[config.mk]
export PLATFORM = sky130hd
export DESIGN_NAME = regfile_writeback
export DESIGN_NICKNAME = d
export VERILOG_FILES = /design/src/rtl/regfile_writeback_pkg.sv /design/src/rtl/regfile_writeback_fifo.sv /design/src/rtl/regfile_writeback.sv
export SDC_FILE = /design/constraint.sdc
export NUM_CORES = 1
export LEC_CHECK = 0
export ABC_AREA = 0
export BUFFER_PORTS_ARGS = -buffer_cell sky130_fd_sc_hd__buf_2
export CAP_MARGIN = 25
export CELL_PAD_IN_SITES_DETAIL_PLACEMENT = 0
export CELL_PAD_IN_SITES_GLOBAL_PLACEMENT = 1
export CORE_MARGIN = 4
export CORE_UTILIZATION = 45
export CTS_BUF_LIST = sky130_fd_sc_hd__clkbuf_4 sky130_fd_sc_hd__clkbuf_8
export DETAILED_ROUTE_END_ITERATION = 6
export PLACE_DENSITY_LB_ADDON = 0.15
export SETUP_SLACK_MARGIN = 0.5
export SLEW_MARGIN = 20
export SYNTH_ARGS = -nofsm -noshare
export SYNTH_HDL_FRONTEND = slang
export SYNTH_SLANG_ARGS = --single-unit
[constraint.sdc]
create_clock -name clk -period 2.45 [get_ports clk]
set_input_delay 0.49 -clock clk [delete_from_list [all_inputs] [get_ports clk]]
set_output_delay 0.49 -clock clk [all_outputs]
set_load 0.005 [all_outputs]
[src/rtl/regfile_writeback_pkg.sv]
// rtl/regfile_writeback_pkg.sv - shared register-file indexing constants and helpers
package regfile_writeback_pkg;

    localparam int REG_IDX_W = 5;
    localparam int NUM_REGS  = 32;
    localparam logic [REG_IDX_W-1:0] REG_ZERO = 5'd0;

    // One-hot mask for a register index; x0 never appears in any mask.
    function automatic logic [NUM_REGS-1:0] reg_onehot(input logic [REG_IDX_W-1:0] idx);
        logic [NUM_REGS-1:0] m;
        m      = '0;
        m[idx] = 1'b1;
        m[0]   = 1'b0;
        return m;
    endfunction

endpackage

[src/rtl/regfile_writeback_fifo.sv]
// rtl/regfile_writeback_fifo.sv - pointer/count FIFO buffering load results
module wb_fifo #(
    parameter int WIDTH = 37,
    parameter int DEPTH = 4
) (
    input  logic             clk,
    input  logic             rst,
    input  logic             push,
    input  logic [WIDTH-1:0] push_data,
    input  logic             pop,
    output logic [WIDTH-1:0] pop_data,
    output logic             full,
    output logic             empty
);

    localparam int PTR_W = $clog2(DEPTH);
    localparam int CNT_W = PTR_W + 1;

    logic [WIDTH-1:0] mem [DEPTH];
    logic [PTR_W-1:0] wr_ptr;
    logic [PTR_W-1:0] rd_ptr;
    logic [CNT_W-1:0] count;
    logic             do_push;
    logic             do_pop;

    // A push offered while full is dropped even if a pop frees a slot this cycle.
    assign do_push  = push && !full;
    assign do_pop   = pop && !empty;
    assign full     = (count == CNT_W'(DEPTH));
    assign empty    = (count == '0);
    assign pop_data = mem[rd_ptr];

    // Storage array; contents are don't-care until written, so no reset.
    always_ff @(posedge clk) begin
        if (do_push) begin
            mem[wr_ptr] <= push_data;
        end
    end

    // Pointers wrap naturally because DEPTH is a power of two.
    always_ff @(posedge clk) begin
        if (rst) begin
            wr_ptr <= '0;
            rd_ptr <= '0;
            count  <= '0;
        end else begin
            if (do_push) begin
                wr_ptr <= wr_ptr + 1'b1;
            end
            if (do_pop) begin
                rd_ptr <= rd_ptr + 1'b1;
            end
            case ({do_push, do_pop})
                2'b10:   count <= count + 1'b1;
                2'b01:   count <= count - 1'b1;
                default: count <= count;
            endcase
        end
    end

endmodule

[src/rtl/regfile_writeback.sv]
// rtl/regfile_writeback.sv - register-file write-port arbiter with RAW scoreboard
module regfile_writeback
    import regfile_writeback_pkg::*;
#(
    parameter int WORD_SIZE      = 32,
    parameter int MEM_FIFO_DEPTH = 4
) (
    input  logic                 clk,
    input  logic                 rst,
    input  logic                 alu_valid,
    input  logic [4:0]           alu_rd,
    input  logic [WORD_SIZE-1:0] alu_data,
    input  logic                 mem_valid,
    output logic                 mem_ready,
    input  logic [4:0]           mem_rd,
    input  logic [WORD_SIZE-1:0] mem_data,
    input  logic                 issue_valid,
    input  logic [4:0]           issue_rd,
    input  logic [4:0]           rs1,
    input  logic [4:0]           rs2,
    output logic                 busy_rs1,
    output logic                 busy_rs2,
    output logic                 wb_en,
    output logic [4:0]           wb_rd,
    output logic [WORD_SIZE-1:0] wb_data
);

    localparam int ENTRY_W = REG_IDX_W + WORD_SIZE;

    logic                 fifo_full;
    logic                 fifo_empty;
    logic                 fifo_pop;
    logic [ENTRY_W-1:0]   fifo_head;
    logic                 sel_valid;
    logic [4:0]           sel_rd;
    logic [WORD_SIZE-1:0] sel_data;
    logic [NUM_REGS-1:0]  busy;
    logic [NUM_REGS-1:0]  set_mask;
    logic [NUM_REGS-1:0]  clr_mask;

    assign mem_ready = !fifo_full;
    // Loads drain only in cycles the ALU leaves the write port free.
    assign fifo_pop  = !alu_valid && !fifo_empty;

    wb_fifo #(
        .WIDTH (ENTRY_W),
        .DEPTH (MEM_FIFO_DEPTH)
    ) u_fifo (
        .clk       (clk),
        .rst       (rst),
        .push      (mem_valid),
        .push_data ({mem_rd, mem_data}),
        .pop       (fifo_pop),
        .pop_data  (fifo_head),
        .full      (fifo_full),
        .empty     (fifo_empty)
    );

    // Priority select: ALU first, else the oldest buffered load.
    always_comb begin
        sel_valid = 1'b0;
        sel_rd    = REG_ZERO;
        sel_data  = '0;
        if (alu_valid) begin
            sel_valid = 1'b1;
            sel_rd    = alu_rd;
            sel_data  = alu_data;
        end else if (!fifo_empty) begin
            sel_valid = 1'b1;
            sel_rd    = fifo_head[ENTRY_W-1 -: REG_IDX_W];
            sel_data  = fifo_head[WORD_SIZE-1:0];
        end
    end

    // Output register; results for x0 are consumed without enabling a write.
    always_ff @(posedge clk) begin
        if (rst) begin
            wb_en   <= 1'b0;
            wb_rd   <= REG_ZERO;
            wb_data <= '0;
        end else begin
            wb_en <= sel_valid && (sel_rd != REG_ZERO);
            if (sel_valid) begin
                wb_rd   <= sel_rd;
                wb_data <= sel_data;
            end
        end
    end

    // Set on issue, clear on the edge the register file commits the write.
    always_comb begin
        set_mask = '0;
        clr_mask = '0;
        if (issue_valid) begin
            set_mask = reg_onehot(issue_rd);
        end
        if (wb_en) begin
            clr_mask = reg_onehot(wb_rd);
        end
    end

    // Pending-write scoreboard; a same-edge set of the rd being cleared wins.
    always_ff @(posedge clk) begin
        if (rst) begin
            busy <= '0;
        end else begin
            busy <= (busy & ~clr_mask) | set_mask;
        end
    end

    assign busy_rs1 = (rs1 != REG_ZERO) && busy[rs1];
    assign busy_rs2 = (rs2 != REG_ZERO) && busy[rs2];

endmodule

==> results by group, run 1 <==
Status
  – Result of the run: finished with violations
  – Failing checks: negative setup slack

STA
  – Post-layout min period: 2580 ps
  – Max-slew violation count: 0
  – Relative slew slack: 0.485
  – Worst hold slack across all endpoints: 155 ps
  – Transition time of the tightest slew-check pin: 769 ps
  – F_max: 388 MHz
  – PnR worst setup slack: -126 ps
  – Number of hold-slack violations in the final timing report: 0
  – Portion of the clock cycle consumed by the worst path in the final layout: 1.05
  – Final setup violation count: 2
  – Largest clock skew in the final design: 13.3 ps
  – RSZ-0062 raised after global routing: true

Synthesis
  – Unique masters post-synth: 38
  – Count of synthesis-stage warnings from yosys: 0
  – Cell type with the highest aggregate area in the netlist: sky130_fd_sc_hd__edfxtp_1
  – Commonest cells in the synthesized netlist: 148 x sky130_fd_sc_hd__edfxtp_1, 78 x sky130_fd_sc_hd__dfxtp_1, 78 x sky130_fd_sc_hd__nand2_1
  – Dominant cells by area after synthesis: sky130_fd_sc_hd__edfxtp_1 48%, sky130_fd_sc_hd__dfxtp_1 17%, sky130_fd_sc_hd__mux4_2 13%
  – Net Count, Synth: 761
  – Number of register bits inferred by synthesis: 226
  – Sequential fraction of the synthesis area: 0.651
  – Number of synthesized flops with an enable pin: 148
  – Most frequently used flop master after synthesis: sky130_fd_sc_hd__edfxtp_1
  – Share of the synthesized area in the top cell type: 0.482
  – Syn Std Cell Area: 9230 um^2
  – Count of mapped cells out of synthesis: 661
  – Avg Inst Size Synth: 14.0 um^2
  – Most frequent cell after synthesis: sky130_fd_sc_hd__edfxtp_1
  – Post-synthesis async set-or-reset flop share: 0

Flow run
  – Max Cap Viol: 0

Final layout
  – Combined area of the multi-input logic cells: 2930 um^2
  – P&R area growth vs syn: 21.4%
  – Count of inserted antenna diode cells: 0
  – Proportion of layout cells with a drive suffix above 1: 0.369
  – Total area of sequential cells: 6030 um^2
  – Fillers: 1,659
  – Final #Nets: 918

Setup path
  – Required @ worst endpoint: 1960 ps
  – Category of cells accounting for the largest share of critical-path delay: multiplexers
  – Master of the slowest instance on the critical path: sky130_fd_sc_hd__mux4_2
  – Endpoint type of the worst setup path: output port
  – Maximum cell stage delay along the critical path: 490 ps
  – Critical Path Source Type: flip-flop
  – Maximum fanout along the worst path: 3
  – Endpoint arrival time on the critical path: 2090 ps
  – Worst path cell trace: mux4_2 > mux4_2 > a21o_1 > buf_2
  – Crit path top cell by count: sky130_fd_sc_hd__mux4_2
  – Type of the worst setup path: flip-flop to output port
  – Buffers plus inverters on the worst setup path: 1

Clock network
  – Worst-Skew Late Latency: 540 ps
  – Clk root buf: sky130_fd_sc_hd__clkbuf_8
  – Number of H-tree levels: 2
  – TritonCTS clock tree: yes
  – Clock Sink Count: 226
  – Clock Tree Buf Depth: 3
  – Clock transition time at the flip-flop clock pins of the worst setup and hold paths: 70 ps
  – Inserted Clock Buffers: 38
  – Number of buffers inserted for hold repair after clock tree synthesis: 0

Global routing
  – Antenna violations before repair: 3
  – Wire length of the first global-routing pass: 34.8 mm
  – Pin count of the biggest net entering global routing: 78
  – Residual overflow from global routing: 0
  – Overall global routing resource usage: 0.197
  – Number of global-route vias before repair: 6,499

Route
  – Routed length on met3: 1.66 mm
  – Number of iterations in the first detailed-routing pass: 5
  – Detail-routed via count per cell: 5.48
  – Highest layer used for signal routing: met5
  – Wire length on met1: 8.93 mm
  – Met2 WL: 11.1 mm
  – Overall routed net length: 22.2 mm
  – Detail Route Antenna Nets: 0
  – Number of DRC markers after the initial detailed-route iteration: 415
  – Drt wl/cell: 19.8 um
  – Vias: 6,128
  – Residual DRC count: 0

Floorplanning
  – Floorplan die width: 151 um
  – Die Area: 22,900 um^2
  – Core region area: 20,200 um^2
  – Die Y: 151 um
  – Initial cell density of the core: 0.457
  – I/O pins: 135
  – Cell Rows: 52

Placed design
  – Weighted congestion reported at the end of routability-driven placement: 0.851
  – Number of buffers inserted by port buffering: 134
  – Half-perimeter wire length after detailed placement: 14.3 mm

Power and ir drop
  – Peak ir drop on the vdd network: 0.586 mV
  – Cell leakage power: 4.16 nW
  – Final total power: 10.8 mW
  – Power density over cell area: 962 nW/um^2

Hold path
  – HP Class: primary input to flip-flop
timing repair:
item,4_1_cts,5_1_grt
buffers inserted,5,3
pin swaps,0,1
resized for setup,13,12
setup endpoints to repair,6,10
report_power, final:
| part | switching [mW] | internal, mW | total (mW) |
|---|---|---|---|
| clock network | 1.50 | 2.09 | 3.59 |
| registers | 0.218 | 4.53 | 4.74 |
| logic | 1.35 | 1.10 | 2.45 |
per-stage QoR:
stage | setup WS (ps) | instances | area [um^2] | util | TNS (ps)
after floorplan | 256 | 661 | 9290 | - | 0
after global placement | 8.70 | 1040 | 10300 | 0.508 | 0
after detailed placement | -16.6 | 1040 | 10300 | 0.508 | -21.4
after CTS | -147 | 1115 | 11200 | 0.553 | -288
after global routing | -205 | 1118 | 11200 | 0.556 | -395
final | -126 | 1118 | 11200 | 0.556 | -237
layer usage:
layer	vias up	GRT usage
li1	2838	-
met1	3024	0.252
met2	218	0.329
met3	42	0.0521
met4	6	0.0630
met5	-	0
logic make-up (layout without fill, tap and decap cells):
kind of cell,after synthesis,count (layout),synth area share
flip-flops,226,226,0.651
buffers and inverters,90,277,0.0384
multiplexers,55,55,0.132
adder cells (fa/ha/maj),6,6,0.00895
AND/OR/NAND/NOR,128,128,0.0658
XOR/XNOR,5,5,0.00475
AO/OA/AOI/OAI,151,151,0.0994
path summary, 6_finish.rpt:
check | endpoint | depth (start not counted) | slack [ps] | start
setup / recovery | busy_rs1 | 4 | -130 | busy[31]
hold / removal | u_fifo.mem[1][11] | 1 | 160 | mem_data[11]
setup reg to reg | u_fifo.count[2] | 9 | 260 | u_fifo.count[0]
hold reg to reg | busy[31] | 2 | 490 | busy[31]
area by class of cell:
cell class	count	share of cell area
Clock inverter	17	0.0142
Inverter	45	0.0153
Tap cell	270	0.0302
Timing Repair Buffer	162	0.0813
Clock buffer	53	0.0595
Multi-Input combinational cell	345	0.261
Sequential cell	226	0.538
sequential cells by signal, indices dropped and copies added (netlist names), named ones only:
signal / count
u_fifo.wr_ptr: 2
u_fifo.mem: 148
u_fifo.count: 3
wb_en: 1
wb_data: 32
u_fifo.rd_ptr: 2
busy: 31
wb_rd: 5
cells in the final DEF, fill, tap and decap left out, drive strengths merged, types with 12 or more instances in the layout:
| cell type | Yosys | layout |
|---|---|---|
| a221oi | 37 | 37 |
| a21oi | 72 | 72 |
| nand2 | 78 | 78 |
| clkinv | 0 | 12 |
| clkbuf | 30 | 53 |
| inv | 45 | 46 |
| o21ai | 34 | 34 |
| buf | 15 | 162 |
| dfxtp | 78 | 78 |
| mux4 | 53 | 53 |
| edfxtp | 148 | 148 |
| nor2 | 12 | 12 |
Note: power is estimated with default switching activity, not from simulation.
==> run 2, diff against run 1 <==
--- a/config.mk
+++ b/config.mk
@@ -6,13 +6,14 @@
 export NUM_CORES = 1
 export LEC_CHECK = 0
 export ABC_AREA = 0
-export BUFFER_PORTS_ARGS = -buffer_cell sky130_fd_sc_hd__buf_2
+export BUFFER_PORTS_ARGS = -buffer_cell sky130_fd_sc_hd__buf_4
 export CAP_MARGIN = 25
 export CELL_PAD_IN_SITES_DETAIL_PLACEMENT = 0
 export CELL_PAD_IN_SITES_GLOBAL_PLACEMENT = 1
 export CORE_MARGIN = 4
 export CORE_UTILIZATION = 45
 export CTS_BUF_LIST = sky130_fd_sc_hd__clkbuf_4 sky130_fd_sc_hd__clkbuf_8
+export CTS_CLUSTER_SIZE = 10
 export DETAILED_ROUTE_END_ITERATION = 6
 export PLACE_DENSITY_LB_ADDON = 0.15
 export SETUP_SLACK_MARGIN = 0.5
==> results by group, run 2 (synthesized netlist as in run 1, its figures left out) <==
Status
  – Result of the run: finished with violations
  – Failing checks: negative setup slack

STA
  – Portion of the clock cycle consumed by the worst path in the final layout: 1.04 (-0.00788)
  – Number of hold-slack violations in the final timing report: 0 (unchanged)
  – Relative slew slack: 0.420 (-0.0652)
  – Setup TNS: -211 ps (+26.0 ps)
  – PnR worst setup slack: -106 ps (+19.3 ps)
  – F_max: 391 MHz (+0.76%)
  – Post-layout min period: 2560 ps (-19.3 ps)
  – Largest clock skew in the final design: 15.2 ps (+1.83 ps)
  – Max-slew violation count: 0 (unchanged)
  – Transition time of the tightest slew-check pin: 870 ps (+101 ps)
  – Final setup violation count: 2 (unchanged)
  – RSZ-0062 raised after global routing: true

Global routing
  – Wire length of the first global-routing pass: 33.9 mm (-2.5%)
  – Antenna violations before repair: 0 (-3)
  – Number of global-route vias before repair: 6,338 (-2.5%)
  – Overall global routing resource usage: 0.192 (-0.00469)
  – Residual overflow from global routing: 0 (unchanged)
  – Pin count of the biggest net entering global routing: 78 (unchanged)

Placed design
  – Pre-CTS setup slack: 23.0 ps (+39.5 ps)
  – Placed insts: 1,035 (-0.48%)
  – Half-perimeter wire length after detailed placement: 14.1 mm (-1.2%)
  – Weighted congestion reported at the end of routability-driven placement: 0.859 (+0.96%)
  – Number of buffers inserted by port buffering: 134 (unchanged)

Clock network
  – Number of buffers inserted for hold repair after clock tree synthesis: 0 (unchanged)
  – Number of H-tree levels: 2 (unchanged)
  – TritonCTS clock tree: yes
  – Clk root buf: sky130_fd_sc_hd__clkbuf_8
  – Clock transition time at the flip-flop clock pins of the worst setup and hold paths: 60 ps (about the same)
  – Inserted Clock Buffers: 38 (unchanged)
  – Worst-Skew Late Latency: 520 ps (-20 ps)
  – Clock Tree Buf Depth: 3 (unchanged)
  – Clock Sink Count: 226 (unchanged)

Floorplanning
  – Die Y: 151 um (unchanged)
  – I/O pins: 135 (unchanged)
  – Cell Rows: 52 (unchanged)
  – Floorplan die width: 151 um (unchanged)
  – Initial cell density of the core: 0.457 (unchanged)
  – Die Area: 22,900 um^2 (unchanged)
  – Core region area: 20,200 um^2 (unchanged)

Setup path
  – Critical Path Source Type: flip-flop
  – Buffers plus inverters on the worst setup path: 1 (unchanged)
  – Worst path cell trace: mux4_2 > mux4_2 > a21o_1 > buf_6
  – Category of cells accounting for the largest share of critical-path delay: multiplexers
  – Endpoint arrival time on the critical path: 2070 ps (-20 ps)
  – Maximum cell stage delay along the critical path: 490 ps (about the same)
  – Type of the worst setup path: flip-flop to output port
  – Endpoint type of the worst setup path: output port
  – Required @ worst endpoint: 1960 ps (about the same)
  – Maximum fanout along the worst path: 3 (unchanged)
  – Crit path top cell by count: sky130_fd_sc_hd__mux4_2
  – Master of the slowest instance on the critical path: sky130_fd_sc_hd__mux4_2

Final layout
  – Register with the most flip-flops: u_fifo.mem
  – Non-filler instance count after layout: 1,110 (-0.72%)
  – Proportion of layout cells with a drive suffix above 1: 0.360 (-0.00958)
  – Largest registers in the final layout: u_fifo.mem (148), wb_data (32), busy (31)
  – Count of inserted antenna diode cells: 0 (unchanged)
  – Final #Nets: 913 (-0.54%)
  – Max reg flops: 148 (unchanged)
  – Final design utilization: 0.568 (+0.0123)
  – P&R area growth vs syn: 24.1%
  – Top library cells by usage in the layout, fill and taps aside: 148 x sky130_fd_sc_hd__buf_4, 148 x sky130_fd_sc_hd__edfxtp_1, 78 x sky130_fd_sc_hd__nand2_1, 71 x sky130_fd_sc_hd__a21oi_1, 70 x sky130_fd_sc_hd__dfxtp_1

Route
  – Detail-routed via count per cell: 5.44 (-0.84%)
  – Residual DRC count: 0 (unchanged)
  – Detail Route Antenna Nets: 0 (unchanged)
  – Drt wl/cell: 19.6 um (-1.2%)
  – Number of iterations in the first detailed-routing pass: 6 (+1)
  – Number of DRC markers after the initial detailed-route iteration: 351 (-15%)
  – Vias: 6,033 (-1.6%)
  – Overall routed net length: 21.7 mm (-1.9%)

Flow run
  – Max Cap Viol: 0 (unchanged)

Power and ir drop
  – Peak ir drop on the vdd network: 0.560 mV (-4.5%)
  – Cell leakage power: 4.22 nW (+1.3%)
  – Power density over cell area: 925 nW/um^2 (-3.9%)
  – Final total power: 10.6 mW (-1.8%)

Hold path
  – HP Class: primary input to flip-flop
==> run 2: power breakdown <==
| group | internal [mW] | total [mW] | switching [mW] |
|---|---|---|---|
| Sequential | 4.53 | 4.75 | 0.227 |
| Clock | 1.89 | 3.30 | 1.40 |
| Combinational | 1.21 | 2.54 | 1.33 |
| Total | 7.63 | 10.6 | 2.96 |
==> run 2: path summary, 6_finish.rpt <==
| kind | start | cells after the start | endpoint | slack [ps] |
|---|---|---|---|---|
| worst max register to register | u_fifo.count[1] | 9 | u_fifo.count[2] | 290 |
| worst min-delay path | mem_data[5] | 1 | u_fifo.mem[1][5] | 170 |
| worst max-delay path | busy[31] | 4 | busy_rs1 | -110 |
| worst min register to register | busy[8] | 2 | busy[8] | 500 |
==> run 2: final cells by class <==
class	count	area, um^2
clock buffer	61	733
multi-input combinational	345	2910
sequential	226	6030
inverter	45	171
clock inverter	6	32.5
fill	1639	8720
timing repair buffer	157	1240
tap	270	338
==> run 2: repair_timing <==
item,CTS,global route
pin swaps,2,2
setup buffers,5,3
setup endpoints to repair,29,27
resized for setup,11,7
==> run 2: per-layer routing <==
layer	vias to the layer above	wire, um	global-route usage
met4	0	511	0.0621
met1	2962	8820	0.242
met5	-	0	0
li1	2824	-	-
met2	201	10800	0.327
met3	46	1590	0.0482
==> run 2: stage by stage <==
stage	cell area (um^2)	hold WS [ps]
after global routing	11500	150
after floorplan	9290	457
after global placement	10600	481
after detailed placement	10600	491
after CTS	11400	138
final	11500	173
